## src/rtl/doa_tracker.sv

```systemverilog
// Direction-of-arrival tracker: sequences measurement rounds on the mic
// cross-correlation subsystem, smooths the returned lag over the last eight
// rounds and maps the average onto a screen column for the overlay.
module doa_tracker #(
  parameter int          LAGNUM   = 10,
  parameter int          X_CENTER = 640,
  parameter int          X_STEP   = 32,
  parameter logic [23:0] TIMEOUT  = 24'd6000000
) (
  input  logic              clk_60MHz,
  input  logic              rst_n,
  input  logic              enable,
  output logic              subsys_start,
  input  logic              subsys_done,
  input  logic signed [5:0] lag_diff,
  output logic signed [5:0] lag_avg,
  output logic [10:0]       pos_x,
  output logic              pos_valid,
  output logic              timeout_err
);

  typedef enum logic [2:0] {
    IDLE,
    START,
    WAIT,
    ACCUM,
    MAP
  } state_t;

  localparam logic signed [5:0] LAG_HI = 6'(LAGNUM);
  localparam logic signed [5:0] LAG_LO = 6'(-LAGNUM);
  localparam logic [10:0]       POS_RST = 11'(X_CENTER);

  state_t              state_q, state_d;
  logic [23:0]         cnt_q, cnt_d;
  logic                err_q, err_d;
  logic signed [5:0]   lag_cap_q, lag_cap_d;
  logic signed [8:0]   sum_q, sum_d;
  logic [3:0]          fill_q, fill_d;
  logic [2:0]          wr_ptr_q, wr_ptr_d;
  logic signed [5:0]   lag_avg_q, lag_avg_d;
  logic [10:0]         pos_x_q, pos_x_d;
  logic                pos_valid_q, pos_valid_d;
  logic signed [5:0]   hist_q [8];
  logic signed [5:0]   hist_d [8];

  logic signed [5:0]   lag_clamp;
  logic signed [8:0]   sum_shift;
  logic signed [5:0]   avg_new;
  logic signed [31:0]  pos_calc;

  // Saturate the captured lag to the physically meaningful window, then
  // derive the floor average and its screen column from the running sum.
  always_comb begin
    if (lag_cap_q > LAG_HI) begin
      lag_clamp = LAG_HI;
    end else if (lag_cap_q < LAG_LO) begin
      lag_clamp = LAG_LO;
    end else begin
      lag_clamp = lag_cap_q;
    end
    sum_shift = sum_q >>> 3;
    avg_new   = sum_shift[5:0];
    pos_calc  = X_CENTER + (32'(avg_new) * X_STEP);
  end

  // Next-state and datapath update for the measurement round sequencer.
  always_comb begin
    state_d     = state_q;
    cnt_d       = cnt_q;
    err_d       = err_q;
    lag_cap_d   = lag_cap_q;
    sum_d       = sum_q;
    fill_d      = fill_q;
    wr_ptr_d    = wr_ptr_q;
    lag_avg_d   = lag_avg_q;
    pos_x_d     = pos_x_q;
    pos_valid_d = 1'b0;
    hist_d      = hist_q;
    case (state_q)
      IDLE: begin
        if (enable) begin
          state_d = START;
        end
      end
      START: begin
        cnt_d   = '0;
        state_d = WAIT;
      end
      WAIT: begin
        // A completion in the terminal-count cycle still counts as on time.
        if (subsys_done) begin
          lag_cap_d = lag_diff;
          state_d   = ACCUM;
        end else if (cnt_q == TIMEOUT - 24'd1) begin
          err_d   = 1'b1;
          state_d = enable ? START : IDLE;
        end else begin
          cnt_d = cnt_q + 24'd1;
        end
      end
      ACCUM: begin
        hist_d[wr_ptr_q] = lag_clamp;
        sum_d    = sum_q + 9'(lag_clamp) - 9'(hist_q[wr_ptr_q]);
        wr_ptr_d = wr_ptr_q + 3'd1;
        if (fill_q != 4'd8) begin
          fill_d = fill_q + 4'd1;
        end
        state_d = MAP;
      end
      MAP: begin
        // Only publish once the window holds eight genuine measurements.
        if (fill_q == 4'd8) begin
          lag_avg_d   = avg_new;
          pos_x_d     = pos_calc[10:0];
          pos_valid_d = 1'b1;
        end
        state_d = enable ? START : IDLE;
      end
      default: begin
        state_d = IDLE;
      end
    endcase
  end

  // State and datapath registers with asynchronous active-low reset.
  always_ff @(posedge clk_60MHz or negedge rst_n) begin
    if (!rst_n) begin
      state_q     <= IDLE;
      cnt_q       <= '0;
      err_q       <= 1'b0;
      lag_cap_q   <= '0;
      sum_q       <= '0;
      fill_q      <= '0;
      wr_ptr_q    <= '0;
      lag_avg_q   <= '0;
      pos_x_q     <= POS_RST;
      pos_valid_q <= 1'b0;
    end else begin
      state_q     <= state_d;
      cnt_q       <= cnt_d;
      err_q       <= err_d;
      lag_cap_q   <= lag_cap_d;
      sum_q       <= sum_d;
      fill_q      <= fill_d;
      wr_ptr_q    <= wr_ptr_d;
      lag_avg_q   <= lag_avg_d;
      pos_x_q     <= pos_x_d;
      pos_valid_q <= pos_valid_d;
    end
  end

  // Lag history window; cleared on reset so the running sum stays consistent.
  always_ff @(posedge clk_60MHz or negedge rst_n) begin
    if (!rst_n) begin
      for (int i = 0; i < 8; i++) begin
        hist_q[i] <= '0;
      end
    end else begin
      for (int i = 0; i < 8; i++) begin
        hist_q[i] <= hist_d[i];
      end
    end
  end

  assign subsys_start = (state_q == START);
  assign lag_avg      = lag_avg_q;
  assign pos_x        = pos_x_q;
  assign pos_valid    = pos_valid_q;
  assign timeout_err  = err_q;

endmodule

```

## config.mk

```make
export PLATFORM = sky130hd
export DESIGN_NAME = doa_tracker
export DESIGN_NICKNAME = d
export VERILOG_FILES = /design/src/rtl/doa_tracker.sv
export SDC_FILE = /design/constraint.sdc
export NUM_CORES = 1
export LEC_CHECK = 0
export ABC_AREA = 1
export BUFFER_PORTS_ARGS = -buffer_cell sky130_fd_sc_hd__buf_2
export CORE_MARGIN = 3
export CORE_UTILIZATION = 57
export DETAILED_ROUTE_END_ITERATION = 12
export PLACE_DENSITY = 0.84
export SYNTH_ARGS = -nofsm -noshare
export SYNTH_HDL_FRONTEND = slang
export SYNTH_SLANG_ARGS = --single-unit
export TNS_END_PERCENT = 30
```

## constraint.sdc

```tcl
create_clock -name clk_60MHz -period 6.9 [get_ports clk_60MHz]
set_input_delay 0.345 -clock clk_60MHz [delete_from_list [all_inputs] [get_ports clk_60MHz]]
set_output_delay 0.345 -clock clk_60MHz [all_outputs]
set_load 0.1 [all_outputs]
```

==> metrics.yaml <==
status:
  status: "finished, final reports clean"
min_path:
  hold_class: "in2reg"
sta:
  rsz0062_at_grt: "false"
  fin_crit_sh_pct: 54.7
  drv_slew: 0
  max_slew_margin_pct: 22.0
  worst_pin_slew_ns: 1.16
  fin_crit_ns: 3.78
  hold_viol: 0
  fin_tns_setup_ns: 0
  clock_skew_ns: 0.0129
  setup_viol: 0
  fmax_ghz: 0.265
detailed_routing:
  route.detailed.drc: 0
  drtIter0Drc: 409
  wl_um: 13100
  wl_per_cell_um: 14.2
  via_count: 5045
  avgViaCountPerCell: 5.50
  antenna_left: 0
  first_pass_iters: 5
place:
  port_buffers: 24
  gp_congestion: 0.937
  placed_cell_area_mm2: 0.00620
  hpwl_um: 9620
  dp_cells: 901
clock_tree:
  cts_sinks: 109
  cts-resized-gates: 0
  cts_buffer_depth: 2
  cts_root_buf: "clkbuf_8"
  cts_htree_levels: 3
  cts_buffers: 9
  path_clk_slew_ns: 0.10
  clk_latency_ns: 0.38
  cts_tree: "built"
synthesis:
  synth_top_family_by_area: "simple AND/OR/NAND/NOR gates"
  ys_warn_count: 0
  netlist_area_mm2: 0.00602
  yosysSeqAreaShare_pct: 45.4
  synth_xor_area_share_pct: 2.18
  syn-instance-count: 759
  yosysTopAreaCell: "dfrtp_1"
  post_synth_and_or_nand_nor_area_fraction_pct: 25.6
  syn_avg_cell_area_um2: 7.93
  synth_mux_area_share_pct: 0
  synthAdderAreaFrac_pct: 5.78
  synthTopCellsByArea: "dfrtp_1 (44%), nand2_1 (12%), o21ai_0 (7.6%)"
  ys_types: 39
  synth-compound-area-share_pct: 12.5
  synth_seq_cells: 109
  synth_top_area_share_pct: 44.5
cells_and_area:
  area_growth_syn_to_layout_pct: 6.59
  final_common_cell: "nand2_1"
  seq_area_mm2: 0.00273
  drive_gt1_share_pct: 9.94
  postLayoutCellArea_mm2: 0.00642
  fin_cells: 918
  nNetsFinal: 813
  layout_common_cells: "nand2_1 (188), dfrtp_1 (107), o21ai_0 (92), inv_1 (85), nor2_1 (75)"
  fillers: 882
  multi_input_area_mm2: 0.00279
  antenna_cells: 0
power_and_ir_drop:
  pwr_density_cell_mw_per_mm2: 531
  peakVddDrop_mv: 0.302
  power.leakage_uw: 0.00307
worst_setup_path:
  critPathKind: "reg2reg"
  cp.required_ns: 7.17
  crit_path_start_kind: "flip-flop"
  endpoint_kind: "flip-flop"
  cp_data_arrival_time_ns: 4.05
  crit_fanout: 28
flow_run:
  drv_cap: 0
grt:
  grt_pass1_vias: 4697
  grt_first_pass_wirelength_um: 22300
  grt_use_total_pct: 24.0
  antenna_found_initial: 0
  grt_overflow: 0
  grt_start_max_net_pins: 69
floorplan:
  die_w_um: 109
  core_area_mm2: 0.0100
  ios: 30
  dieArea_mm2: 0.0118
  rows: 36
  initial_utilization_pct: 60.2
  die_y_um: 109
==> cell usage after synthesis (all sizes together) <==
cell,n
nor2,85
fa,8
a31o,1
o22ai,2
nor3b,1
inv,99
dfstp,2
nand2,192
clkbuf,6
nand3,37
conb,1
o2111ai,5
buf,15
xnor2,4
nand3b,2
nor3,15
xor2,11
a21oi,16
o41ai,1
ha,15
dfrtp,107
o21ai,114
nand4,17
clkinv,1
a21o,1
nand2b,1
==> flip-flops by register name (all words and copies together), names as in the netlist <==
signal	cells
cnt_q	24
fill_q	4
hist_q	48
lag_avg	6
lag_cap_q	6
pos_valid	1
pos_x	4
state_q	3
sum_q	9
timeout_err	1
wr_ptr_q	3
==> report_power, final <==
part           internal [uW]  switching [uW]
Combinational            691            1320
Sequential               829             151
Clock                    203             211
Total                   1720            1680
==> path summary, 6_finish.rpt <==
kind,startpoint,endpoint,slack [ns],depth (start not counted)
min reg2reg,timeout_err$_DFFE_PN0P_,timeout_err$_DFFE_PN0P_,0.48,1
max,wr_ptr_q[0]$_DFFE_PN0P_,sum_q[6]$_DFFE_PN0P_,3.12,13
min in group asynchronous,rst_n,hist_q[24]$_DFFE_PN0P_,0.48,2
max reg2reg,wr_ptr_q[0]$_DFFE_PN0P_,sum_q[6]$_DFFE_PN0P_,3.12,13
min,lag_diff[0],lag_cap_q[0]$_DFFE_PN0P_,0.17,3
max in group asynchronous,rst_n,hist_q[44]$_DFFE_PN0P_,5.19,3
==> cell type report <==
| type | instances | share of cell area, % |
|---|---|---|
| repair buffers | 27 | 2.30 |
| inverters | 100 | 5.85 |
| clock inverters | 5 | 1.17 |
| multi-input cells | 533 | 43.5 |
| flip-flops and latches | 109 | 42.6 |
| well taps | 133 | 2.59 |
| clock buffers | 11 | 2.05 |
==> logic make-up after synthesis <==
kind of cell / Yosys count
AO/OA/AOI/OAI: 140
XOR/XNOR: 15
adder cells (fa/ha/maj): 23
buffers and inverters: 121
flip-flops: 109
other: 1
AND/OR/NAND/NOR: 350
==> worst max-delay path, cell delays in order, from the launching register on <==
cell and delay (ns):
dfrtp_1 0.87, inv_1 0.53, o21ai_0 0.29, o2111ai_1 0.16, fa_1 0.51, inv_1 0.09
fa_1 0.45, nand3_1 0.10, nand2_1 0.09, nand2_1 0.11, nand2_1 0.06, a21oi_1 0.16
xor2_1 0.16, o21ai_0 0.08
==> what timing repair did <==
item,4_1_cts,5_1_grt
hold endpoints to repair,39,0
setup buffers,0,0
hold buffers,1,0
==> per-layer routing <==
| layer | track usage (%) | up-vias | wire length (um) |
|---|---|---|---|
| met5 | 0 | - | 0 |
| met4 | 6.58 | 0 | 237 |
| met3 | 5.92 | 21 | 854 |
| met2 | 38.1 | 160 | 6070 |
| met1 | 33.0 | 2374 | 5900 |
| li1 | - | 2490 | - |
==> stage by stage <==
step	utilization (%)	total power [uW]	hold slack [ns]	worst slack, ns
floorplan	-	2560	0.0494	3.80
CTS	64.2	3410	0.152	3.14
detailed placement	62.0	2970	0.353	3.17
finish	64.2	3410	0.166	3.12
global route	64.2	3740	0.165	2.77
global placement	62.0	2890	0.353	3.29
Note: power is estimated with default switching activity, not from simulation.
